## src/rtl/attention_drive_controller_pkg.sv

```systemverilog
// attention_drive_controller_pkg: shared state encoding and Q4.14 constants for the attention driver
package attention_drive_controller_pkg;
    localparam int DEF_FRAC           = 14;
    localparam int ONE                = 1 << DEF_FRAC;
    localparam int DEF_WIDTH          = 18;
    localparam int DEF_RISE_STEP      = 164;
    localparam int DEF_DECAY_STEP     = 82;
    localparam int DEF_HOLD_CYCLES    = 200;
    localparam int DEF_REFRACT_CYCLES = 100;
    localparam int DEF_SAL_THRESH     = ONE / 4;
    localparam int DEF_ATTN_MAX       = ONE + ONE / 2;
    localparam int DEF_GAIN_CEIL      = ONE + 3 * ONE / 4;
    typedef enum logic [2:0] {
        IDLE    = 3'd0,
        RISE    = 3'd1,
        HOLD    = 3'd2,
        DECAY   = 3'd3,
        REFRACT = 3'd4
    } state_t;
endpackage

```

## src/rtl/attention_drive_controller_if.sv

```systemverilog
// attention_drive_controller_if: trigger inputs, L1 gain feedback and attention outputs
interface attention_drive_controller_if
    import attention_drive_controller_pkg::*;
#(
    parameter int WIDTH = DEF_WIDTH
);
    logic                    clk_en;
    logic signed [WIDTH-1:0] salience_in;
    logic                    salience_valid;
    logic                    focus_req;
    logic signed [WIDTH-1:0] focus_level;
    logic signed [WIDTH-1:0] apical_gain_in;
    logic signed [WIDTH-1:0] attention_out;
    logic [2:0]              state_out;
    logic                    busy;
    logic [7:0]              dropped_count;
    modport master (
        output clk_en, salience_in, salience_valid, focus_req, focus_level, apical_gain_in,
        input  attention_out, state_out, busy, dropped_count
    );
    modport slave (
        input  clk_en, salience_in, salience_valid, focus_req, focus_level, apical_gain_in,
        output attention_out, state_out, busy, dropped_count
    );
endinterface

```

## src/rtl/attention_drive_controller_sat_stepper.sv

```systemverilog
// sat_stepper: registered accumulator stepping toward a target without overshoot or wrap
module sat_stepper #(
    parameter int WIDTH = 18
) (
    input  logic                    clk,
    input  logic                    rst,
    input  logic                    en,
    input  logic                    step_en,
    input  logic                    up,
    input  logic                    load,
    input  logic signed [WIDTH-1:0] load_val,
    input  logic signed [WIDTH-1:0] step,
    input  logic signed [WIDTH-1:0] target,
    output logic signed [WIDTH-1:0] q,
    output logic signed [WIDTH-1:0] nxt
);
    logic signed [WIDTH:0] wide;
    logic signed [WIDTH:0] tx;
    assign tx   = (WIDTH+1)'(target);
    assign wide = up ? (WIDTH+1)'(q) + (WIDTH+1)'(step) : (WIDTH+1)'(q) - (WIDTH+1)'(step);
    assign nxt  = load ? load_val : !step_en ? q : (up ? wide >= tx : wide <= tx) ? target : wide[WIDTH-1:0];
    // accumulator advances only on update strobes
    always_ff @(posedge clk) begin
        q <= rst ? '0 : en ? nxt : q;
    end
endmodule

```

## src/rtl/attention_drive_controller.sv

```systemverilog
// attention_drive_controller: shapes salience/focus triggers into rise-hold-decay-refractory attention episodes
module attention_drive_controller
    import attention_drive_controller_pkg::*;
#(
    parameter int WIDTH          = DEF_WIDTH,
    parameter int RISE_STEP      = DEF_RISE_STEP,
    parameter int DECAY_STEP     = DEF_DECAY_STEP,
    parameter int HOLD_CYCLES    = DEF_HOLD_CYCLES,
    parameter int REFRACT_CYCLES = DEF_REFRACT_CYCLES,
    parameter int SAL_THRESH     = DEF_SAL_THRESH,
    parameter int ATTN_MAX       = DEF_ATTN_MAX,
    parameter int GAIN_CEIL      = DEF_GAIN_CEIL
) (
    input logic clk,
    input logic rst,
    attention_drive_controller_if.slave bus
);
    state_t                  state, state_n;
    logic signed [WIDTH-1:0] src, lvl_c, level, level_n, load_val, target, step, att, att_nxt;
    logic                    trig, load, step_en, up;
    logic [15:0]             hold_cnt, hold_n, ref_cnt, ref_n;
    logic [7:0]              drop, drop_n;
    assign src   = bus.focus_req ? bus.focus_level : bus.salience_in;
    assign trig  = bus.focus_req || (bus.salience_valid && bus.salience_in > WIDTH'(SAL_THRESH));
    assign lvl_c = src[WIDTH-1] ? '0 : src > WIDTH'(ATTN_MAX) ? WIDTH'(ATTN_MAX) : src;
    assign step  = up ? WIDTH'(RISE_STEP) : WIDTH'(DECAY_STEP);
    sat_stepper #(.WIDTH(WIDTH)) u_stepper (
        .clk(clk), .rst(rst), .en(bus.clk_en), .step_en(step_en), .up(up), .load(load),
        .load_val(load_val), .step(step), .target(target), .q(att), .nxt(att_nxt)
    );
    // episode sequencing, retrigger/gain-guard decisions and drop counting
    always_comb begin
        state_n  = state;
        level_n  = level;
        hold_n   = hold_cnt;
        ref_n    = ref_cnt;
        drop_n   = drop;
        load     = 1'b0;
        load_val = lvl_c;
        step_en  = 1'b0;
        up       = 1'b1;
        target   = level;
        case (state)
            IDLE: if (trig && lvl_c != '0) begin
                state_n = RISE;
                level_n = lvl_c;
            end
            RISE: begin
                step_en = 1'b1;
                if (att_nxt == level) begin
                    state_n = HOLD;
                    hold_n  = 16'(HOLD_CYCLES - 1);
                end
            end
            HOLD: begin
                if (bus.apical_gain_in > WIDTH'(GAIN_CEIL)) state_n = DECAY;
                else if (trig && lvl_c >= level) begin
                    load    = 1'b1;
                    level_n = lvl_c;
                    hold_n  = 16'(HOLD_CYCLES - 1);
                end
                else if (hold_cnt == '0) state_n = DECAY;
                else hold_n = hold_cnt - 16'd1;
            end
            DECAY: begin
                step_en = 1'b1;
                up      = 1'b0;
                target  = '0;
                if (att_nxt == '0) begin
                    state_n = REFRACT;
                    ref_n   = 16'(REFRACT_CYCLES - 1);
                end
            end
            REFRACT: begin
                load     = 1'b1;
                load_val = '0;
                drop_n   = (trig && drop != 8'hff) ? drop + 8'd1 : drop;
                if (ref_cnt == '0) state_n = IDLE;
                else ref_n = ref_cnt - 16'd1;
            end
            default: state_n = IDLE;
        endcase
    end
    // state and counters advance only on update strobes; reset overrides the strobe
    always_ff @(posedge clk) begin
        if (rst) begin
            state    <= IDLE;
            level    <= '0;
            hold_cnt <= '0;
            ref_cnt  <= '0;
            drop     <= '0;
        end else if (bus.clk_en) begin
            state    <= state_n;
            level    <= level_n;
            hold_cnt <= hold_n;
            ref_cnt  <= ref_n;
            drop     <= drop_n;
        end
    end
    assign bus.attention_out = att;
    assign bus.state_out     = state;
    assign bus.busy          = state != IDLE;
    assign bus.dropped_count = drop;
endmodule

```

## src/flat_wrapper.sv

```systemverilog
// flat-port wrapper written by rule: the top's interface ports become plain ports
module attention_drive_controller_flat import attention_drive_controller_pkg::*;
#(
    parameter int WIDTH          = DEF_WIDTH,
    parameter int RISE_STEP      = DEF_RISE_STEP,
    parameter int DECAY_STEP     = DEF_DECAY_STEP,
    parameter int HOLD_CYCLES    = DEF_HOLD_CYCLES,
    parameter int REFRACT_CYCLES = DEF_REFRACT_CYCLES,
    parameter int SAL_THRESH     = DEF_SAL_THRESH,
    parameter int ATTN_MAX       = DEF_ATTN_MAX,
    parameter int GAIN_CEIL      = DEF_GAIN_CEIL
)
  (clk, rst, bus_clk_en, bus_salience_in, bus_salience_valid, bus_focus_req, bus_focus_level, bus_apical_gain_in, bus_attention_out, bus_state_out, bus_busy, bus_dropped_count);
  attention_drive_controller_if #(.WIDTH(WIDTH)) bus_i ();
  input logic clk;
  input logic rst;
  input wire logic [$bits(bus_i.clk_en)-1:0] bus_clk_en;
  input wire logic [$bits(bus_i.salience_in)-1:0] bus_salience_in;
  input wire logic [$bits(bus_i.salience_valid)-1:0] bus_salience_valid;
  input wire logic [$bits(bus_i.focus_req)-1:0] bus_focus_req;
  input wire logic [$bits(bus_i.focus_level)-1:0] bus_focus_level;
  input wire logic [$bits(bus_i.apical_gain_in)-1:0] bus_apical_gain_in;
  output wire logic [$bits(bus_i.attention_out)-1:0] bus_attention_out;
  output wire logic [$bits(bus_i.state_out)-1:0] bus_state_out;
  output wire logic [$bits(bus_i.busy)-1:0] bus_busy;
  output wire logic [$bits(bus_i.dropped_count)-1:0] bus_dropped_count;
  assign bus_i.clk_en = bus_clk_en;
  assign bus_i.salience_in = bus_salience_in;
  assign bus_i.salience_valid = bus_salience_valid;
  assign bus_i.focus_req = bus_focus_req;
  assign bus_i.focus_level = bus_focus_level;
  assign bus_i.apical_gain_in = bus_apical_gain_in;
  assign bus_attention_out = bus_i.attention_out;
  assign bus_state_out = bus_i.state_out;
  assign bus_busy = bus_i.busy;
  assign bus_dropped_count = bus_i.dropped_count;
  attention_drive_controller #(.WIDTH(WIDTH), .RISE_STEP(RISE_STEP), .DECAY_STEP(DECAY_STEP), .HOLD_CYCLES(HOLD_CYCLES), .REFRACT_CYCLES(REFRACT_CYCLES), .SAL_THRESH(SAL_THRESH), .ATTN_MAX(ATTN_MAX), .GAIN_CEIL(GAIN_CEIL)) u_core (.clk(clk), .rst(rst), .bus(bus_i));
endmodule
```

## config.mk

```make
export PLATFORM = sky130hd
export DESIGN_NAME = attention_drive_controller_flat
export DESIGN_NICKNAME = d
export VERILOG_FILES = /design/src/rtl/attention_drive_controller_pkg.sv /design/src/rtl/attention_drive_controller_if.sv /design/src/rtl/attention_drive_controller_sat_stepper.sv /design/src/rtl/attention_drive_controller.sv /design/src/flat_wrapper.sv
export SDC_FILE = /design/constraint.sdc
export NUM_CORES = 1
export LEC_CHECK = 0
export BUFFER_PORTS_ARGS = -buffer_cell sky130_fd_sc_hd__buf_2
export CAP_MARGIN = 20
export CELL_PAD_IN_SITES_DETAIL_PLACEMENT = 1
export CELL_PAD_IN_SITES_GLOBAL_PLACEMENT = 1
export CORE_ASPECT_RATIO = 0.6
export CORE_MARGIN = 5
export CORE_UTILIZATION = 28
export CTS_BUF_LIST = sky130_fd_sc_hd__clkbuf_2 sky130_fd_sc_hd__clkbuf_4 sky130_fd_sc_hd__clkbuf_8
export CTS_CLUSTER_SIZE = 20
export DETAILED_ROUTE_END_ITERATION = 8
export GPL_ROUTABILITY_DRIVEN = 0
export GPL_TIMING_DRIVEN = 0
export HOLD_SLACK_MARGIN = 0.12
export PLACE_DENSITY_LB_ADDON = 0.05
export SLEW_MARGIN = 20
export SYNTH_ARGS = -nofsm -noshare
export SYNTH_HDL_FRONTEND = slang
export SYNTH_SLANG_ARGS = --single-unit
```

## constraint.sdc

```tcl
create_clock -name clk -period 10.1 [get_ports clk]
set_input_delay 1.515 -clock clk [delete_from_list [all_inputs] [get_ports clk]]
set_output_delay 1.515 -clock clk [all_outputs]
set_load 0.02 [all_outputs]
```

---- Word level (Yosys, flattened, before mapping) ----
Index checks and enable logic that the tools add are counted.
cells by class
  muxes and demuxes ....................... 35
  reduce and logical (&&, ||, !) cells .... 20
  eq/ne operators ......................... 16
  $add $sub $neg .......................... 5
  magnitude comparators ................... 6
operator list
  operator               number
  $mux 18                10
  $mux 16                6
  $pmux 16 s2            2
  $gt 18x16->1 const B   2
  $pmux 18 s2            1
  $logic_not 16->1       2
  $sub 16x1->16 const B  2
  $mux 3                 7
  $add 18x9->19          1
  $ge 19x18->1           1
  $le 19x18->1           1
  $mux 19                1
  $sub 18x9->19          1
  $eq 18x18->1           1
  $ge 18x18->1           1
  $gt 18x14->1 const B   1
  $logic_not 18->1       1
  $reduce_bool 18->1     1
  $mux 17                1
  $pmux 3 s5             1
  $ne 2x1->1 const B     5
  $reduce_and 5->1       2
  $add 8x1->8 const B    1
  $mux 8                 1
  18 further kinds       29
storage, ports and cells
  word-level logic and storage cells ...... 88
  output and inout port bits .............. 30
  bits of input ports ..................... 59
  flip-flop bits (word level) ............. 79

---- Logic depth before layout (Yosys ltp) ----
Gate-level depths: netlist (run 1).
  word-level depth ........................ 13
  mapped depth ............................ 28
  mapped depth without buffers ............ 25

---- By module ----
From an unflattened synthesis (run 1), not the netlist that was laid out.
second synthesis, totals
  cell total of the unflattened synthesis .. 934
  area total of the unflattened synthesis .. 7,096.8 um2
by module, submodules not included
  module                      seq. area each (um2)  cells an instance  area an instance (um2)  instances
  attention_drive_controller  1,201.2               527                4,088.9                 1
  sat_stepper                 360.3                 407                3,007.9                 1

---- Worst setup path after synthesis (run 1) ----
No wires, ideal clock.
  path type ............................... register -> register
  start point ............................. reg u_core.state[0] (netlist: u_core.bus.state_out[0])
  end point ............................... reg u_core.hold_cnt[1]
  path slack .............................. 3.067 ns
  clock period less this slack ............ 7.033 ns
  library setup time ...................... 0.123 ns
  arrival ................................. 6.909 ns
  cell stages (with the launch flop) ...... 26
  path buffers ............................ 2
  data required time ...................... 9.977 ns
  cell sequence ........................... dfxtp_1 inv_1 nor2_1 nand2_1 inv_1 ha_1 clkbuf_1 a21o_1 or4_1 o211ai_1 nor3b_1 or4_1 clkbuf_1 ha_1 nand3_1 or2_1 or4_1 a21oi_1 nor3_4 a2111oi_4 nand4_1 or4_4 a2111oi_4 nand3_4 o21ai_2 mux2_1
on the way
  cells in the longest elaborated chain, start to end .. 12
  elaborated cells on any way between the ends .. 26
  classes of those cells .................. add/sub: 2; order compare: 2; eq/ne: 8; mux: 11; reduce/logical: 3
RTL lines
  item                                                   line                                          source
  start: declaration                                     attention_drive_controller.sv:18              state_t state, state_n;
  start signal: assignment                               attention_drive_controller.sv:93              state <= state_n;
  $eq 3x2->1                                             attention_drive_controller.sv:43              case (state)
  $mux 8                                                 attention_drive_controller.sv:26              assign step = up ? WIDTH'(RISE_STEP) : WIDTH'(DECAY_STEP);
  $add 18x9->19 / $sub 18x9->19 (equally long branches)  attention_drive_controller_sat_stepper.sv:20  assign wide = up ? (WIDTH+1)'(q) + (WIDTH+1)'(step) : (WIDTH+1)'(q) - (WIDTH+1)'(step);
  $mux 19                                                attention_drive_controller_sat_stepper.sv:20
  $ge 19x18->1 / $le 19x18->1 (equally long branches)    attention_drive_controller_sat_stepper.sv:21  assign nxt = load ? load_val : !step_en ? q : (up ? wide >= tx : wide <= tx) ? target : wide[WIDTH-1:0];
  $mux 1                                                 attention_drive_controller_sat_stepper.sv:21
  $mux 18 (3 in series)                                  attention_drive_controller_sat_stepper.sv:21
  $eq 18x18->1                                           attention_drive_controller.sv:50              if (att_nxt == level) begin
  $ne 2x1->1 (no line)                                   n/a
  $reduce_and 5->1 (no line)                             n/a
  end signal: assignment                                 attention_drive_controller.sv:95              hold_cnt <= hold_n;
  end: declaration                                       attention_drive_controller.sv:21              logic [15:0] hold_cnt, hold_n, ref_cnt, ref_n;
Parallel ways exist; a longest one is shown, timed or not.
A chain may end at the register's enable or synchronous reset.

---- Worst setup path in the final report (run 1) ----
Same ends and word-level chain as after synthesis.

==> results.md, run 1 <==
* Clock latency on the worst-skew pair at 0.40 ns
* Required @ worst endpoint at 10.38 ns
* Share of layout cells above drive strength 1 at 0.132
* Die area at 30,200 um2
* R2r setup slk at 0.50 ns
* Initial Util at 0.284
* Post-CTS setup buffer count at 0
* Cts bufs inserted at 9
* Finished Layout Cells at 1,470
* Critical Path Sink Type: flip-flop
* DRT Wirelength at 36.8 mm
* Slew @ Worst Pin at 1.15 ns
* Cts repair resizes at 0
* DRC Markers at 0
* Crit Path Category: reg2reg
* R2r worst-path depth at 25
* Reg2reg end: u_core.hold_cnt[1]
* CTS Sinks at 78
* Distinct cells, synth at 98
* Syn Std Cell Area at 7490 um2
* Largest vdd supply drop at 0.0605 mV
* Final Worst Setup Slack at 0.502 ns
* Synthesized flop and latch total at 78
* Setup_tns at 0 ns
* Worst setup SP type: flip-flop
* H-tree depth at 3
* Cell-internal power at 0.581 mW
* Hold_ws at 0.467 ns
* Clock share of power at 0.267
* Initial DRC count at 803
* Vias in the first global route at 8,463
* Synth-to-Final Area Change at 14.6%
* Initial antenna violation count at 2
* Cts hold-fix bufs at 0
* Synth top cells by count: 116 x nor2_1, 95 x nand2_1, 78 x dfxtp_1, 65 x a21oi_1, 57 x inv_1
* Area leader, netlist: dfxtp_1
* Hold Fails Final Rpt at 0
* Final setup vio count at 0
* Placed cells at 1,454
* Global-route wire length before repair at 55.0 mm
* Core footprint at 26,400 um2
* Power Dens Cells at 120 nW/um2
* Cell count after synthesis at 1,008
* Routed len/inst at 25.1 um
* EDFF count, synth at 0
* Switch share at 0.435
* Dominant synthesized flop cell: dfxtp_1
* GR Overflow Total at 0
* # Max-Cap Violations at 0
* Fin Clk Skew at 0.0217 ns
* Clk pin slew, worst setup/hold paths at 0.09 ns
* Die H at 137 um
* Min Tclk post-route at 9.60 ns
* Routed Antenna Nets at 0
* Worst Path Max Fanout at 18
* Status: complete, no violations
* Final nets at 1,215
* CTS Buffer Depth at 2
* Psw at 0.448 mW
* GRT Total Usage at 0.240
* Worst hold path type: reg2reg
* Fin. max-slew vios at 0
* Reg-to-reg startpoint: u_core.bus.state_out[0]
* Die W at 221 um
* Achievable clock frequency at 104 MHz
* Leakage Power at 3.42 nW
* Dpl ws at 1.01 ns
* Top post-synthesis cells by area: dfxtp_1 21%, ha_1 8.5%, nor2_1 5.8%
* Post-synth ARST share at 0
* Worst EP arrival at 9.88 ns
* Share of the synthesized area in the top cell type at 0.208
* Root Driver: clkbuf_8
* FP Rows at 46
* CTS tree: done
* Ant. Diodes at 0
* Final Cycle Share at 0.950
* Comb pwr share at 0.408
* Most frequent cell after synthesis: nor2_1
* DPL Wire Length at 29.8 mm
* IO Port Bufs at 85
* TritonRoute pass-1 iters at 5
* Syn Area/Cell at 7.43 um2
* Num ports at 89
* RSZ-0062 raised after global routing: no
* Final Core Density at 0.326
* Synth warn at 0
* Crit path capture: u_core.hold_cnt[1]
* Slew HR at 0.227
* Pin count of the biggest net entering global routing at 19
* Sequential power share at 0.324
* Hold Startpoint: u_core.hold_cnt[15]
* DR vias/cell at 5.72
* Critical Path Start: u_core.bus.state_out[0]
* Vias at 8,408
* Sequential area share after synthesis at 0.208
## power groups by stage
| stage | clock (mW) | sequential (mW) | combinational, mW |
|---|---|---|---|
| 2_1_floorplan | 0 | 0.337 | 0.259 |
| 3_3_place_gp | 0 | 0.340 | 0.406 |
| 3_5_place_dp | 0 | 0.340 | 0.405 |
| 4_1_cts | 0.283 | 0.333 | 0.406 |
| 5_1_grt | 0.296 | 0.335 | 0.448 |
| 6_report | 0.275 | 0.334 | 0.420 |
## worst max-delay path: stages, from the launching register on
cell       delay (ns)
dfxtp_1          0.48
inv_1            0.13
nor2_1           0.53
nand2_1          0.33
inv_1            0.66
ha_1             0.36
clkbuf_1         0.19
a21o_1           0.23
or4_1            0.50
o211ai_1         0.27
nor3b_1          0.08
or4_1            0.41
clkbuf_1         0.23
ha_1             0.37
nand3_1          0.07
or2_1            0.26
o211a_1          0.24
nor3_1           0.55
o21ai_1          0.25
a21boi_0         0.97
mux2i_1          0.53
nand4_1          0.23
a2111oi_4        0.61
nand3_4          0.22
o21ai_2          0.40
mux2_1           0.35
## state kept, by name, summed over array words and instances, names as in the netlist
| signal | count |
|---|---|
| u_core.u_stepper.q | 18 |
| u_core.ref_cnt | 16 |
| u_core.bus.dropped_count | 8 |
| u_core.hold_cnt | 16 |
| u_core.bus.state_out | 3 |
| u_core.level | 17 |
## routing by layer
layer | global-route usage | share of wire | vias to the layer above
met1 | 0.373 | 0.52 | 4091
met5 | 0 | 0.00054 | -
met4 | 0.0289 | 0.0073 | 2
li1 | - | - | 3942
met2 | 0.324 | 0.37 | 345
met3 | 0.0770 | 0.099 | 28
## layout make-up
type	instances	area [um2]
flip-flops and latches	78	1560
repair buffers	85	425
multi-input cells	827	5530
clock inverters	4	55.1
inverters	60	225
plain buffers	44	179
well taps	360	450
clock buffers	12	159
fillers	3322	17800
## how the worst min path moves through the flow
| stage | endpoint | slack [ns] | depth (start not counted) |
|---|---|---|---|
| 3_3_place_gp | u_core.hold_cnt[15] | 0.45 | 1 |
| 4_1_cts | u_core.hold_cnt[15] | 0.47 | 1 |
| 6_report | u_core.hold_cnt[15] | 0.47 | 1 |
| 2_1_floorplan | u_core.hold_cnt[15] | 0.43 | 1 |
| 5_1_grt | u_core.hold_cnt[15] | 0.51 | 1 |
| 3_5_place_dp | u_core.hold_cnt[15] | 0.46 | 1 |
## through the flow
step                      instance area [um2]  power (mW)
after floorplan                          7490       0.597
after global placement                   8370       0.747
after detailed placement                 8370       0.745
after CTS                                8580        1.02
after global routing                     8580        1.08
final                                    8580        1.03
## cells in the final DEF, fill, tap and decap left out, types with 14 or more instances in the layout
master / count
a211oi_1: 15
a21oi_1: 65
a31oi_1: 20
and2_1: 14
buf_2: 90
clkbuf_1: 36
dfxtp_1: 78
ha_1: 51
inv_1: 57
mux2i_1: 39
nand2_1: 95
nand3_1: 37
nand4_1: 15
nor2_1: 116
nor3_1: 38
nor4_1: 28
o21ai_0: 40
xnor2_1: 25
## cell families (layout without fill, tap and decap cells)
family,Yosys count,after routing,share of synthesized area
flip-flops,78,78,0.208
other,1,2,0.000501
XOR/XNOR,32,32,0.0374
AND/OR/NAND/NOR,424,424,0.291
buffers and inverters,104,205,0.0540
adder cells (fa/ha/maj),51,51,0.0852
AO/OA/AOI/OAI,274,274,0.263
multiplexers,44,44,0.0596
Note: power is estimated with default switching activity, not from simulation.
==> run 2: changes to the inputs <==
Settings changed: ABC_AREA set to 1.
==> results.md, run 2 <==
* Final setup vio count at 0
* Final Cycle Share at 0.651
* Sequential area share after synthesis at 0.216
* Routed len/inst at 18.3 um
* Ant. Diodes at 0
* Die area at 29,200 um2
* Vias in the first global route at 7,986
* Hold_ws at 0.479 ns
* Slew HR at 0.423
* Worst EP arrival at 6.82 ns
* Leakage Power at 4.01 nW
* Fin. max-slew vios at 0
* Placed cells at 1,595
* Reg with most FFs: u_core.u_stepper.q
* Top post-synthesis cells by area: dfxtp_1 22%, nand2_1 14%, ha_1 8.8%
* Syn Std Cell Area at 7220 um2
* Top flop regs: u_core.u_stepper.q: 18 flops, u_core.level: 17 flops
* Fin Clk Skew at 0.0124 ns
* Syn Area/Cell at 6.13 um2
* CTS tree: done
* Clock latency on the worst-skew pair at 0.39 ns
* Core footprint at 25,300 um2
* Top layer used by detailed routing: met4
* Commonest cells after routing, fill and taps aside: 272 x nand2_1, 141 x nor2_1, 124 x inv_1
* Most frequent CP cell: nand2_1
* Synth warn at 0
* Vias at 7,936
* Compound-cell area share of the yosys netlist at 0.140
* Metal1 wirelength at 17.1 mm
* Synth top cells by count: 272 x nand2_1, 141 x nor2_1, 124 x inv_1, 104 x a21oi_1, 93 x nand3_1
* Simple-gate share of the synthesized area at 0.402
* Slew @ Worst Pin at 0.866 ns
* Largest stage delay, worst path at 0.51 ns
* Cts hold-fix bufs at 0
* GR Overflow Total at 0
* Routed Antenna Nets at 0
* Mux cell area share after synthesis at 0.00554
* CTS Sinks at 78
* Cts bufs inserted at 9
* DPL Wire Length at 24.5 mm
* Worst setup SP type: flip-flop
* Largest family of logic cells by synthesized area: simple AND/OR/NAND/NOR gates
* Distinct cells, synth at 48
* RSZ-0062 raised after global routing: no
* Critical Path Sink Type: flip-flop
* Die H at 134 um
* Share of layout cells above drive strength 1 at 0.123
* Post-CTS setup buffer count at 0
* IO Port Bufs at 86
* Synthesized flop and latch total at 78
* Post-Synth Adder-Cell Area at 0.0884
* Max reg flops at 18
* Min Tclk post-route at 6.57 ns
* Dominant synthesized flop cell: dfxtp_1
* Die W at 217 um
* Cts repair resizes at 0
* Power Dens Cells at 132 nW/um2
* DR vias/cell at 4.93
* Initial DRC count at 500
* # Max-Cap Violations at 0
* Final Core Density at 0.329
* EDFF count, synth at 0
* Placed Area at 8070 um2
* Worst Path Max Fanout at 22
* Cell count after synthesis at 1,179
* Share of the synthesized area in the top cell type at 0.216
* Num ports at 89
* Synth-to-Final Area Change at 15.4%
* Status: complete, no violations
* Hold Fails Final Rpt at 0
* Max stage delay cell, worst path: buf_2
* DR WL met3 at 1.22 mm
* Post-synth ARST share at 0
* Setup_tns at 0 ns
* Initial antenna violation count at 0
* Pin count of the biggest net entering global routing at 23
* Finished Layout Cells at 1,611
* Clk pin slew, worst setup/hold paths at 0.10 ns
* Final nets at 1,387
* Required @ worst endpoint at 10.35 ns
* Initial Util at 0.285
* Post-Synth XOR/XNOR Area at 0.0461
* GRT Total Usage at 0.204
* Global-route wire length before repair at 46.8 mm
* Routed wl met2 at 11.0 mm
* Area leader, netlist: dfxtp_1
* Worst hold path type: reg2reg
* TritonRoute pass-1 iters at 5
* Commonest non-fill, non-tap cell in the layout: nand2_1
* Design area at 8340 um2
* H-tree depth at 3
* Root Driver: clkbuf_8
* Most frequent cell after synthesis: nand2_1
* DRC Markers at 0
* CTS Buffer Depth at 2
* Crit Path Category: reg2reg
* Largest vdd supply drop at 0.0597 mV
* DRT Wirelength at 29.5 mm
* FP Rows at 45
* Achievable clock frequency at 152 MHz
[run 2: cell count changes in the layout (fill, tap and decap cells not counted), sizes merged, moves of 18 or more]
| cell | change |
|---|---|
| nand4 | +30 |
| nand3 | +59 |
| mux2i | -35 |
| a21oi | +40 |
| nand2 | +185 |
| nor2 | +33 |
| a31oi | -18 |
| inv | +73 |
[run 2: cell families after synthesis]
group / Yosys count
compound gates: 189
flops: 78
fa+ha+maj: 51
xor+xnor: 38
simple gates: 643
buf+inv: 175
other cells: 1
mux: 4
[run 2: where the power goes]
group	total (mW)	switching, mW	internal (mW)
sequential	0.349	0.0247	0.324
combinational	0.416	0.281	0.135
clock	0.338	0.147	0.191
total	1.10	0.453	0.651
[run 2: final timing paths]
kind	to	cells past startpoint	startpoint	slack (ns)
setup / recovery	u_core.hold_cnt[6]	38	u_core.bus.state_out[0]	3.53
hold / removal	u_core.bus.dropped_count[4]	2	u_core.bus.dropped_count[4]	0.48
setup reg to reg	u_core.hold_cnt[6]	38	u_core.bus.state_out[0]	3.53
hold reg to reg	u_core.bus.dropped_count[4]	2	u_core.bus.dropped_count[4]	0.48
[run 2: layout make-up]
| cell class | count | area [um2] |
|---|---|---|
| buffer | 43 | 234 |
| clock buffer | 9 | 124 |
| clock inverter | 7 | 145 |
| fill | 3410 | 17000 |
| inverter | 132 | 495 |
| multi-input combinational | 927 | 4930 |
| sequential | 78 | 1560 |
| tap | 329 | 412 |
| timing repair buffer | 86 | 430 |
[run 2: metrics by stage]
stage | worst slack (ns) | power (mW)
final | 3.53 | 1.10
after global routing | 2.88 | 1.18
after CTS | 3.55 | 1.11
after detailed placement | 3.26 | 0.768
after global placement | 3.37 | 0.763
after floorplan | 4.59 | 0.627
[run 2: critical path, delay by kind of cell (launching register included)]
kind / cells / cell delay [ns]
AO/OA/AOI/OAI: 3 / 0.51
XOR/XNOR: 1 / 0.36
adder cells (fa/ha/maj): 2 / 0.63
buffers and inverters: 6 / 1.30
flip-flops: 1 / 0.43
AND/OR/NAND/NOR: 26 / 3.19
[run 2: per-layer routing]
layer	up-vias	track usage
li1	4116	-
met1	3654	0.333
met2	156	0.282
met3	10	0.0293
met4	0	0.0267
met5	-	0
==> run 3: changes to the inputs <==
Clock period 10.1 ns to 5.45 ns, I/O delays scaled along.
==> results.md, run 3 (synthesis gave the netlist of run 2 again) <==
* Status: complete, no violations
* GR Overflow Total at 0
* Cts hold-fix bufs at 0
* Hold Fails Final Rpt at 0
* Final setup vio count at 0
* Final nets at 1,423
* Reg with most FFs: u_core.u_stepper.q
* # Max-Cap Violations at 0
* Synth-to-Final Area Change at 28.8%
* FP Rows at 45
* Commonest cells after routing, fill and taps aside: 251 x nand2_1, 128 x nor2_1, 121 x inv_1
* DRC Markers at 0
* Design area at 9300 um2
* Routed len/inst at 18.8 um
* Die area at 29,200 um2
* Worst setup SP type: flip-flop
* Initial Util at 0.285
* DRT Wirelength at 30.9 mm
* R2r worst-path depth at 38
* Clock latency on the worst-skew pair at 0.39 ns
* CTS tree: done
* Reg-to-reg startpoint: u_core.bus.state_out[0]
* Die H at 134 um
* TritonRoute pass-1 iters at 4
* Crit path capture: u_core.hold_cnt[6]
* Vias at 8,237
* Crit Path Category: reg2reg
* Initial antenna violation count at 0
* Dpl ws at -1.04 ns
* IO Port Bufs at 86
* Ant. Diodes at 0
* Share of layout cells above drive strength 1 at 0.221
* CTS Sinks at 78
* Slew HR at 0.320
* DR vias/cell at 5.00
* FF/Latch Area at 1570 um2
* # fillers at 3,357
* Commonest non-fill, non-tap cell in the layout: nand2_1
* Slew @ Worst Pin at 1.01 ns
* Hold path depth at 2
* Fin. max-slew vios at 0
* Placed Area at 8070 um2
* Worst hold path type: reg2reg
* Pin count of the biggest net entering global routing at 15
* Top flop regs: u_core.u_stepper.q: 18 flops, u_core.level: 17 flops
* Core footprint at 25,300 um2
* Largest vdd supply drop at 0.114 mV
* Hold_ws at 0.480 ns
* Die W at 217 um
* Root Driver: clkbuf_8
* DPL Wire Length at 24.5 mm
* Critical Path Sink Type: flip-flop
* Final Cycle Share at 0.946
* Worst Path Max Fanout at 8
* Max stage delay cell, worst path: dfxtp_4
* CTS Buffer Depth at 2
* H-tree depth at 3
* Min Tclk post-route at 5.16 ns
* Most frequent CP cell: nand2_1
* Largest stage delay, worst path at 0.38 ns
* Leakage Power at 4.31 nW
* Cts bufs inserted at 9
* Max reg flops at 18
* Final Worst Setup Slack at 0.293 ns
* GRT Total Usage at 0.204
* Final Core Density at 0.367
* Multi-input logic area at 5520 um2
* Required @ worst endpoint at 5.70 ns
* Setup_tns at 0 ns
* Worst EP arrival at 5.41 ns
* Routed Antenna Nets at 0
* Critical Path Start: u_core.bus.state_out[0]
* Achievable clock frequency at 194 MHz
* Reg2reg end: u_core.hold_cnt[6]
* R2r setup slk at 0.29 ns
* Clk pin slew, worst setup/hold paths at 0.10 ns
* Fin Clk Skew at 0.0132 ns
* Vias in the first global route at 8,029
* Num ports at 89
* Initial DRC count at 572
* Global-route wire length before repair at 47.0 mm
* Power Dens Cells at 240 nW/um2
run 3: stage by stage:
stage                     std cells  total power [mW]
after floorplan                1180              1.16
after global placement         1595              1.41
after detailed placement       1595              1.42
after CTS                      1618              2.08
after global routing           1647              2.36
final                          1647              2.23
run 3: report_power, final:
group / total [mW] / leakage, nW / internal [mW] / switching (mW)
clock network: 0.628 / 0.135 / 0.354 / 0.273
registers: 0.650 / 0.636 / 0.601 / 0.0485
logic: 0.950 / 3.54 / 0.357 / 0.594
total: 2.23 / 4.31 / 1.31 / 0.915
run 3: worst min-delay path by stage:
stage | from | end | slack (ns)
global route | u_core.bus.dropped_count[4] | u_core.bus.dropped_count[4] | 0.51
floorplan | u_core.ref_cnt[1] | u_core.ref_cnt[1] | 0.45
finish | u_core.bus.dropped_count[4] | u_core.bus.dropped_count[4] | 0.48
detailed placement | u_core.bus.dropped_count[4] | u_core.bus.dropped_count[4] | 0.47
global placement | u_core.bus.dropped_count[4] | u_core.bus.dropped_count[4] | 0.46
CTS | u_core.bus.dropped_count[4] | u_core.bus.dropped_count[4] | 0.49
run 3: what timing repair did:
| action | 4_1_cts | 5_1_grt |
|---|---|---|
| setup buffers | 6 | 26 |
| gates cloned | 1 | 3 |
| pin swaps | 4 | 52 |
| setup endpoints to repair | 37 | 35 |
| gates resized for setup | 24 | 121 |
run 3: area by class of cell:
type                            count  area share
Clock inverter                      7      0.0156
Clock buffer                        9      0.0133
Tap cell                          329      0.0443
Inverter                          132      0.0547
Multi-Input combinational cell    927       0.594
Buffer                             43      0.0308
Sequential cell                    78       0.169
Timing Repair Buffer              122      0.0788
run 3: routing by layer:
metal	vias up	routed length, um	global-route usage
met5	-	0	0
met4	0	163	0.0267
met3	13	1350	0.0293
met2	159	11900	0.283
met1	3881	17500	0.335
li1	4184	-	-
run 3: worst max-delay path: cells and delay by family (launching register included):
kind                     cells  cell delay, ns
XOR/XNOR                     1            0.19
AO/OA/AOI/OAI                4            0.53
flip-flops                   1            0.38
AND/OR/NAND/NOR             25            2.51
adder cells (fa/ha/maj)      2            0.59
buffers and inverters        6            0.80
